### config.mk
export PLATFORM = sky130hd
export DESIGN_NAME = pc_unit_flat
export DESIGN_NICKNAME = d
export VERILOG_FILES = /design/src/rtl/pc_unit_pkg.sv /design/src/rtl/pc_unit_if.sv /design/src/rtl/pc_unit_exc_pending_reg.sv /design/src/rtl/pc_unit.sv /design/src/flat_wrapper.sv
export SDC_FILE = /design/constraint.sdc
export NUM_CORES = 1
export LEC_CHECK = 0
export BUFFER_PORTS_ARGS = -buffer_cell sky130_fd_sc_hd__buf_2
export CAP_MARGIN = 5
export CELL_PAD_IN_SITES_DETAIL_PLACEMENT = 2
export CELL_PAD_IN_SITES_GLOBAL_PLACEMENT = 2
export CORE_AREA = 2 2 98 76
export DETAILED_ROUTE_END_ITERATION = 8
export DIE_AREA = 0 0 100 78
export PLACE_DENSITY = 0.78
export SLEW_MARGIN = 10
export SYNTH_ARGS = -nofsm -noshare
export SYNTH_HDL_FRONTEND = slang
export SYNTH_SLANG_ARGS = --single-unit
### constraint.sdc
create_clock -name CLK -period 1.6 [get_ports CLK]
set_input_delay 0.24 -clock CLK [delete_from_list [all_inputs] [get_ports CLK]]
set_output_delay 0.24 -clock CLK [all_outputs]
set_load 0.01 [all_outputs]
### src/rtl/pc_unit_pkg.sv
// Shared encodings for the program-counter stage: next-PC select, exception
// causes and default reset/handler addresses.
package pc_unit_pkg;

  typedef enum logic [1:0] {
    PCSRC_ALUOUT = 2'd0,
    PCSRC_ALURES = 2'd1,
    PCSRC_EPC    = 2'd2,
    PCSRC_VECTOR = 2'd3
  } pc_src_e;

  typedef enum logic [1:0] {
    CAUSE_TRAP     = 2'd0,
    CAUSE_EXT      = 2'd1,
    CAUSE_RSVD     = 2'd2,
    CAUSE_MISALIGN = 2'd3
  } cause_e;

  localparam logic [15:0] RESET_PC_DEF   = 16'h0000;
  localparam logic [15:0] EXC_VECTOR_DEF = 16'h0100;

endpackage

### src/rtl/pc_unit_if.sv
// Control/status bundle between the state machine (master) and pc_unit (slave).
interface pc_unit_if #(parameter int unsigned WIDTH = 16);
  logic             PCWrite;
  logic             PCWriteCond;
  logic [1:0]       PCSource;
  logic [WIDTH-1:0] ALUResult;
  logic [WIDTH-1:0] ALUOut;
  logic             Zero;
  logic             ExcReq;
  logic [1:0]       ExcCause;
  logic             ExcTake;
  logic             RestoreMode;
  logic [WIDTH-1:0] PC;
  logic [WIDTH-1:0] EPC;
  logic [1:0]       Cause;
  logic             KernelMode;
  logic             ExcPending;

  modport master (
    output PCWrite, PCWriteCond, PCSource, ALUResult, ALUOut, Zero,
           ExcReq, ExcCause, ExcTake, RestoreMode,
    input  PC, EPC, Cause, KernelMode, ExcPending
  );

  modport slave (
    input  PCWrite, PCWriteCond, PCSource, ALUResult, ALUOut, Zero,
           ExcReq, ExcCause, ExcTake, RestoreMode,
    output PC, EPC, Cause, KernelMode, ExcPending
  );
endinterface

### src/rtl/pc_unit_exc_pending_reg.sv
// Pending-exception latch: first cause wins, masked in kernel mode, external
// requests take precedence over a simultaneous misaligned load.
module exc_pending_reg
  import pc_unit_pkg::*;
(
  input  logic   clk,
  input  logic   rst,
  input  logic   req,
  input  cause_e req_cause,
  input  logic   misalign,
  input  logic   kernel,
  input  logic   take,
  output logic   pending,
  output cause_e take_cause
);

  logic   pend_q, pend_d;
  cause_e cause_q, cause_d;

  always_comb begin
    pend_d  = pend_q;
    cause_d = cause_q;
    if (take) begin
      pend_d  = 1'b0;
      cause_d = CAUSE_TRAP;
    end else if (!kernel && !pend_q) begin
      if (req) begin
        pend_d  = 1'b1;
        cause_d = req_cause;
      end else if (misalign) begin
        pend_d  = 1'b1;
        cause_d = CAUSE_MISALIGN;
      end
    end
  end

  always_ff @(posedge clk) begin
    if (rst) begin
      pend_q  <= 1'b0;
      cause_q <= CAUSE_TRAP;
    end else begin
      pend_q  <= pend_d;
      cause_q <= cause_d;
    end
  end

  assign pending = pend_q;
  // A take with nothing pending is a software trap.
  assign take_cause = pend_q ? cause_q : CAUSE_TRAP;

endmodule

### src/rtl/pc_unit.sv
// Program counter with next-PC mux, EPC/Cause/kernel-mode registers and the
// exception entry/return sequencing driven by the state machine.
module pc_unit
  import pc_unit_pkg::*;
#(
  parameter int unsigned      WIDTH      = 16,
  parameter logic [WIDTH-1:0] RESET_PC   = WIDTH'(RESET_PC_DEF),
  parameter logic [WIDTH-1:0] EXC_VECTOR = WIDTH'(EXC_VECTOR_DEF)
) (
  input logic       CLK,
  input logic       Reset,
  pc_unit_if.slave  bus
);

  localparam logic [WIDTH-1:0] RESET_PC_AL   = {RESET_PC[WIDTH-1:1], 1'b0};
  localparam logic [WIDTH-1:0] EXC_VECTOR_AL = {EXC_VECTOR[WIDTH-1:1], 1'b0};

  logic [WIDTH-1:0] pc_q, pc_d;
  logic [WIDTH-1:0] epc_q, epc_d;
  cause_e           cause_q, cause_d;
  logic             kernel_q, kernel_d;

  logic [WIDTH-1:0] target;
  logic             load_en;
  logic             do_load;
  logic             misalign;
  logic             pending;
  cause_e           take_cause;

  always_comb begin
    target = bus.ALUOut;
    unique case (pc_src_e'(bus.PCSource))
      PCSRC_ALUOUT: target = bus.ALUOut;
      PCSRC_ALURES: target = bus.ALUResult;
      PCSRC_EPC:    target = epc_q;
      PCSRC_VECTOR: target = EXC_VECTOR;
    endcase
  end

  assign load_en = bus.PCWrite | (bus.PCWriteCond & bus.Zero);
  // Only a load that actually lands can raise a misaligned exception.
  assign do_load  = load_en & ~bus.ExcTake & ~bus.RestoreMode;
  assign misalign = do_load & target[0] & ~kernel_q;

  always_comb begin
    pc_d     = pc_q;
    epc_d    = epc_q;
    cause_d  = cause_q;
    kernel_d = kernel_q;
    if (bus.ExcTake) begin
      epc_d    = pc_q;
      cause_d  = take_cause;
      pc_d     = EXC_VECTOR_AL;
      kernel_d = 1'b1;
    end else if (bus.RestoreMode) begin
      pc_d     = epc_q;
      kernel_d = 1'b0;
    end else if (load_en) begin
      pc_d = {target[WIDTH-1:1], 1'b0};
    end
  end

  always_ff @(posedge CLK) begin
    if (Reset) begin
      pc_q     <= RESET_PC_AL;
      epc_q    <= '0;
      cause_q  <= CAUSE_TRAP;
      kernel_q <= 1'b0;
    end else begin
      pc_q     <= pc_d;
      epc_q    <= epc_d;
      cause_q  <= cause_d;
      kernel_q <= kernel_d;
    end
  end

  // The latch sees the current mode, so requests alongside take/restore drop.
  exc_pending_reg u_pend (
    .clk        (CLK),
    .rst        (Reset),
    .req        (bus.ExcReq),
    .req_cause  (cause_e'(bus.ExcCause)),
    .misalign   (misalign),
    .kernel     (kernel_q),
    .take       (bus.ExcTake),
    .pending    (pending),
    .take_cause (take_cause)
  );

  assign bus.PC         = pc_q;
  assign bus.EPC        = epc_q;
  assign bus.Cause      = cause_q;
  assign bus.KernelMode = kernel_q;
  assign bus.ExcPending = pending;

endmodule

### src/flat_wrapper.sv
// flat-port wrapper written by rule: the top's interface ports become plain ports
module pc_unit_flat import pc_unit_pkg::*;
#(
  parameter int unsigned      WIDTH      = 16,
  parameter logic [WIDTH-1:0] RESET_PC   = WIDTH'(RESET_PC_DEF),
  parameter logic [WIDTH-1:0] EXC_VECTOR = WIDTH'(EXC_VECTOR_DEF)
)
  (CLK, Reset, bus_PCWrite, bus_PCWriteCond, bus_PCSource, bus_ALUResult, bus_ALUOut, bus_Zero, bus_ExcReq, bus_ExcCause, bus_ExcTake, bus_RestoreMode, bus_PC, bus_EPC, bus_Cause, bus_KernelMode, bus_ExcPending);
  pc_unit_if #(.WIDTH(WIDTH)) bus_i ();
  input logic CLK;
  input logic Reset;
  input wire logic [$bits(bus_i.PCWrite)-1:0] bus_PCWrite;
  input wire logic [$bits(bus_i.PCWriteCond)-1:0] bus_PCWriteCond;
  input wire logic [$bits(bus_i.PCSource)-1:0] bus_PCSource;
  input wire logic [$bits(bus_i.ALUResult)-1:0] bus_ALUResult;
  input wire logic [$bits(bus_i.ALUOut)-1:0] bus_ALUOut;
  input wire logic [$bits(bus_i.Zero)-1:0] bus_Zero;
  input wire logic [$bits(bus_i.ExcReq)-1:0] bus_ExcReq;
  input wire logic [$bits(bus_i.ExcCause)-1:0] bus_ExcCause;
  input wire logic [$bits(bus_i.ExcTake)-1:0] bus_ExcTake;
  input wire logic [$bits(bus_i.RestoreMode)-1:0] bus_RestoreMode;
  output wire logic [$bits(bus_i.PC)-1:0] bus_PC;
  output wire logic [$bits(bus_i.EPC)-1:0] bus_EPC;
  output wire logic [$bits(bus_i.Cause)-1:0] bus_Cause;
  output wire logic [$bits(bus_i.KernelMode)-1:0] bus_KernelMode;
  output wire logic [$bits(bus_i.ExcPending)-1:0] bus_ExcPending;
  assign bus_i.PCWrite = bus_PCWrite;
  assign bus_i.PCWriteCond = bus_PCWriteCond;
  assign bus_i.PCSource = bus_PCSource;
  assign bus_i.ALUResult = bus_ALUResult;
  assign bus_i.ALUOut = bus_ALUOut;
  assign bus_i.Zero = bus_Zero;
  assign bus_i.ExcReq = bus_ExcReq;
  assign bus_i.ExcCause = bus_ExcCause;
  assign bus_i.ExcTake = bus_ExcTake;
  assign bus_i.RestoreMode = bus_RestoreMode;
  assign bus_PC = bus_i.PC;
  assign bus_EPC = bus_i.EPC;
  assign bus_Cause = bus_i.Cause;
  assign bus_KernelMode = bus_i.KernelMode;
  assign bus_ExcPending = bus_i.ExcPending;
  pc_unit #(.WIDTH(WIDTH), .RESET_PC(RESET_PC), .EXC_VECTOR(EXC_VECTOR)) u_core (.CLK(CLK), .Reset(Reset), .bus(bus_i));
endmodule
==> results of run 1 <==
## worst max-delay path by stage
| stage | end | slack (ns) | from |
|---|---|---|---|
| floorplan | u_core.bus.PC[13] | 0.40 | bus_PCSource[0] |
| global placement | u_core.bus.PC[6] | -0.08 | bus_PCSource[0] |
| detailed placement | u_core.bus.PC[11] | -0.17 | bus_PCSource[0] |
| CTS | u_core.bus.PC[7] | 0.13 | bus_PCSource[0] |
| global route | u_core.bus.PC[6] | 0.04 | bus_PCSource[0] |
| finish | u_core.bus.PC[11] | 0.16 | bus_PCSource[0] |
## cell families (layout without fill, tap and decap cells)
logic type,after synthesis,after routing,share of synthesized area
AND/OR/NAND/NOR,62,62,0.153
buffers and inverters,17,93,0.0657
multiplexers,34,34,0.210
AO/OA/AOI/OAI,28,28,0.151
flip-flops,38,38,0.420
## worst min-delay path, delay by kind of cell
kind | cells | cell delay (ns)
multiplexers | 1 | 0.05
AO/OA/AOI/OAI | 1 | 0.13
buffers and inverters | 1 | 0.08
## state kept, by name, indices dropped and copies added, names as in the netlist
| signal | cells |
|---|---|
| u_core.bus.Cause | 2 |
| u_core.u_pend.cause_q | 2 |
| u_core.bus.EPC | 16 |
| u_core.u_pend.pending | 1 |
| u_core.bus.PC | 16 |
| u_core.bus.KernelMode | 1 |
## through the flow
step | area [um^2] | util
final | 2350 | 0.347
after detailed placement | 2270 | 0.335
after global routing | 2350 | 0.347
after global placement | 2270 | 0.335
after floorplan | 1810 | -
after CTS | 2350 | 0.347
## area by class of cell
| cell class | instances | area [um^2] | share of cell area |
|---|---|---|---|
| repair buffers | 84 | 458 | 0.195 |
| inverters | 3 | 11.3 | 0.00479 |
| well taps | 84 | 105 | 0.0447 |
| clock buffers | 6 | 82.6 | 0.0351 |
| multi-input cells | 124 | 932 | 0.397 |
| flip-flops and latches | 38 | 761 | 0.324 |
## layout by cell type (no fill, tap or decap)
master and instances:
clkbuf_8 6, mux2i_1 20, a221oi_1 5, nand3_1 3
nor3_1 15, buf_12 2, nand2_1 2, mux2_2 8
nand4_1 1, or2_1 1, a22oi_1 1, nor2_1 34
buf_4 3, o2bb2ai_1 1, o21ai_0 2, inv_1 2
nand2b_1 2, a221oi_2 10, o311ai_0 1, nor2_2 1
a21oi_1 7, buf_2 79, o21ai_2 1, inv_2 1
dfxtp_1 38, mux2_4 6, and2_1 1, and2b_2 1
nor3b_1 1
## routing by layer
layer	track usage	vias up	wire length, um
met4	0.0247	0	21
met5	0	-	0
li1	-	800	-
met1	0.195	837	2690
met2	0.270	47	2830
met3	0.0378	2	252
## power by group
part           internal [W]  switching, W
logic              0.000162      0.000177
clock network      0.000333      0.000317
registers          0.000973     0.0000237
total               0.00147      0.000517
==> out/results.ini, run 1 <==
[grt]
grt.total_usage = 0.154
grt_overflow = 0
grt_pass1_wl_mm = 9.48
grt_pass1_vias = 1856
grt_max_degree = 22
antenna_found_initial = 0

[floorplanning]
io_pins = 80
num_rows = 26
start_util = 0.267
core_area_um2 = 6770
die_y_um = 78
die_area_um2 = 7800
die_w_um = 100

[placement]
portBuffers = 79
gp_congestion = 0.729
dpl.cell_count = 333
place_hpwl_mm = 4.37
post-place-ws_ns = -0.171

[timing]
hold_violations = 0
maxSlewViolCount = 0
fmax_mhz = 692
skew_ns = 0.00395
final.period_utilization = 0.903
post-route-min-period_ns = 1.44
setup_tns_ns = 0
maxSlewHeadroom = 0.362
worst_pin_slew_ns = 0.957
final-setup-viol-count = 0
hold_slack_ns = 0.259
rsz0062_at_grt = no
layout_setup_ws_ns = 0.156

[setup_path]
crit_fanout = 14
critical_path_cell_count = 4
start_kind = primary input
r2r_end = u_core.u_pend.cause_q[0]
crit_arrival_ns = 1.63
cp-end-kind = flop
path_class = in -> reg
cpPeakStageDelay_ns = 0.77
r2r_slack_ns = 0.42
r2r_cells = 3
cp_data_required_time_ns = 1.79
critPathTopFamily = compound AO/OA/AOI/OAI gates
path_buf_inv = 1
crit_slowest_cell = o21ai_2
reg2reg_from = u_core.bus.KernelMode
path_cells = buf_2 -> o21ai_2 -> a221oi_2 -> nor3_1

[cts]
cts-root-buf = clkbuf_8
clk-insertion-delay-late_ns = 0.28
cts_buffers = 5
cts.sinks = 38
cts_tree = yes
clk_pin_slew_ns = 0.07
cts_setup_buffers = 0
cts_max_path_buffers = 2
cts_resized = 0
htreeDepth = 2
hold_buffers = 0

[finish]
antennaDiodeCount = 0
drive_above_1_share = 0.463
final_nets = 300
fillCellCount = 793
syn_to_final_growth_pct = 29.9
stdcell_count = 339

[power_and_ir_drop]
report.power.total_w = 0.00198
power.density_nw_per_um2 = 844
leakagePower_nw = 1.13
ir_drop_mv = 0.248

[logic_synthesis]
ys_top_cells_by_area = dfxtp_1 42%, mux2i_1 11%, a221oi_2 8.3%
yosysWarnings = 0
synth_top_area_frac = 0.420
yosysMostFrequentCell = dfxtp_1
synth-main-ff-cell = dfxtp_1
synth_cells = 179
synthTopCellsByCount = 38 x dfxtp_1, 35 x nor2_1, 20 x mux2i_1
synth.largest_area_cell = dfxtp_1
synth_cell_types = 31
synth_seq_cells = 38
synthesis.area_um2 = 1810
ys_seq_area_frac = 0.420
syn_avg_cell_area_um2 = 10.1
syn_nets = 223
synth_edf_count = 0
synthArstFlopShare = 0

[drt]
num_vias = 1686
drtIter0Drc = 14
routedWlPerCell_um = 17.1
drc = 0
ant_nets = 0
dr.pass1.iters = 3
routed_wl_mm = 5.80
vias_per_cell = 4.97

[worst_hold_path]
holdCritStartpoint = bus_ExcCause[1]
hold_path_depth = 3
whs_endpoint = u_core.u_pend.cause_q[1]
hold_class = in -> reg

[flow_run]
max-cap-violations = 0

[status]
status = complete, no violations

No activity file was read; power rests on OpenSTA's default activity.
==> run 2: changes to the inputs <==
- BUFFER_PORTS_ARGS: -buffer_cell sky130_fd_sc_hd__buf_2 -> default
- CORE_AREA: 2 2 98 76 -> 2 2 85 67
- DIE_AREA: 0 0 100 78 -> 0 0 87 69
- DONT_BUFFER_PORTS: default -> 1
- HOLD_SLACK_MARGIN: default -> 0.03
==> out/results.ini, run 2 (synthesized netlist as in run 1, its figures left out) <==
[status]
status = complete, no violations

[drt]
vias_per_cell = 5.77  ; +16%
drc = 0  ; unchanged
num_vias = 1384  ; -18%
ant_nets = 0  ; unchanged
dr.pass1.iters = 4  ; +1
routed_wl_mm = 5.32  ; -8.3%
drtIter0Drc = 35  ; +21
routedWlPerCell_um = 22.2  ; +30%

[setup_path]
critPathTopFamily = buffers and inverters
cpPeakStageDelay_ns = 1.12  ; +0.35 ns
path_cells = dlygate4sd3_1 -> nor2_1
path_class = in -> reg
crit_arrival_ns = 1.50  ; -0.13 ns
cp_data_required_time_ns = 1.73  ; -0.06 ns
cp-end-kind = flop
crit_start = Reset
path_buf_inv = 1  ; unchanged
reg2reg_from = u_core.u_pend.pending
start_kind = primary input
crit_fanout = 20  ; +6
crit_slowest_cell = dlygate4sd3_1

[finish]
final_nets = 221  ; -26%
drive_above_1_share = 0.219  ; -0.244
register_area_um2 = 761  ; unchanged
fillCellCount = 528  ; -33%
stdcell_area_um2 = 1930  ; -18%
mostFrequentLayoutCell = dfxtp_1
syn_to_final_growth_pct = 6.64
antennaDiodeCount = 0  ; unchanged
finish.utilization = 0.375  ; +0.0273
multi_input_area_um2 = 930  ; -0.27%
final_cell_mix = 38 x dfxtp_1, 35 x nor2_1, 20 x mux2i_1

[power_and_ir_drop]
comb_power_share = 0.107  ; -0.063
p_int_w = 0.00151  ; +3.1%
report.power.total_w = 0.00200  ; +0.71%
p_clk_frac = 0.385  ; +0.058
p_seq_frac = 0.508  ; +0.006
power.density_nw_per_um2 = 1040  ; +23%
switching_share = 0.243  ; -0.0174
netSwitchingPower_w = 0.000486  ; -6.0%
ir_drop_mv = 0.433  ; +74%
leakagePower_nw = 0.768  ; -32%

[cts]
cts.sinks = 38  ; unchanged
cts_buffers = 5  ; unchanged
cts_setup_buffers = 0  ; unchanged
cts_max_path_buffers = 2  ; unchanged
clk_pin_slew_ns = 0.08  ; about the same
clk-insertion-delay-late_ns = 0.28  ; about the same
htreeDepth = 2  ; unchanged
cts_tree = yes
hold_buffers = 1  ; +1
cts-root-buf = clkbuf_8
cts_resized = 0  ; unchanged

[floorplanning]
core_area_um2 = 5150  ; -24%
die_w_um = 87  ; -13%
num_rows = 23  ; -12%
die_area_um2 = 6000  ; -23%
io_pins = 80  ; unchanged
die_y_um = 69  ; -12%
start_util = 0.351  ; +0.0838

[timing]
hold_violations = 0  ; unchanged
skew_ns = 0.00322  ; -0.000733 ns
post-route-min-period_ns = 1.37  ; -0.0748 ns
fmax_mhz = 730  ; +5.5%
final-setup-viol-count = 0  ; unchanged
hold_slack_ns = 0.0912  ; -0.168 ns
rsz0062_at_grt = no
worst_pin_slew_ns = 0.898  ; -0.0594 ns
final.period_utilization = 0.856  ; -0.0467
maxSlewViolCount = 0  ; unchanged
maxSlewHeadroom = 0.399  ; +0.0377
setup_tns_ns = 0  ; unchanged

[grt]
grt_max_degree = 25  ; +14%
grt_pass1_wl_mm = 8.76  ; -7.6%
antenna_found_initial = 0  ; unchanged
grt_overflow = 0  ; unchanged
grt_pass1_vias = 1616  ; -13%
grt.total_usage = 0.189  ; +0.0348

[placement]
placed_area_um2 = 1810  ; -20%
place_hpwl_mm = 3.81  ; -13%
gp_congestion = 0.729  ; about the same
portBuffers = 0  ; -100%

[flow_run]
max-cap-violations = 0  ; unchanged

[worst_hold_path]
hold_class = in -> reg
holdCritStartpoint = bus_ExcTake

[run 2: changes by cell type in the layout (fill, tap and decap cells not counted), sizes merged]
cell | previous run | this run
dlygate4sd3 | 0 | 1
clkbuf | 6 | 8
buf | 84 | 4
[run 2: worst reg2reg max path, delay by kind of cell, from the launching register on]
| kind | cells | cell delay [ns] |
|---|---|---|
| DFF | 1 | 0.41 |
| muxes | 1 | 0.25 |
| and+or+nand+nor | 1 | 0.41 |
| AOI/OAI and AO/OA | 1 | 0.11 |
[run 2: worst paths after layout]
check / cells after the start / slack (ns) / to
hold / removal: 2 / 0.09 / u_core.bus.KernelMode
setup reg to reg: 3 / 0.27 / u_core.u_pend.cause_q[0]
hold reg to reg: 2 / 0.50 / u_core.bus.Cause[0]
setup / recovery: 2 / 0.23 / u_core.bus.EPC[14]
[run 2: power by group through the flow]
| stage | logic, W | clock network, W | registers, W |
|---|---|---|---|
| after floorplan | 0.000205 | 0 | 0.00103 |
| after global placement | 0.000188 | 0 | 0.00103 |
| after detailed placement | 0.000204 | 0 | 0.00104 |
| after CTS | 0.000215 | 0.000792 | 0.00102 |
| after global routing | 0.000237 | 0.000823 | 0.00102 |
| final | 0.000213 | 0.000770 | 0.00101 |
[run 2: metrics by stage]
| step | worst slack (ns) | std cells |
|---|---|---|
| finish | 0.231 | 240 |
| global route | 0.144 | 240 |
| CTS | 0.235 | 240 |
| detailed placement | 0.170 | 231 |
| global placement | 0.337 | 231 |
| floorplan | 0.395 | 179 |
[run 2: cell type report]
cell class / count / share of cell area
Tap cell: 62 / 0.0402
Timing Repair Buffer: 5 / 0.0208
Multi-Input combinational cell: 124 / 0.482
Sequential cell: 38 / 0.394
Inverter: 3 / 0.00584
Clock buffer: 8 / 0.0571
[run 2: layer usage]
layer  vias to the layer above  track usage  share of wire
met1                       692        0.235           0.43
met3                         2       0.0503          0.053
met2                        47        0.324           0.51
li1                        643            -              -
met4                         0       0.0434         0.0039
met5                         -            0              0
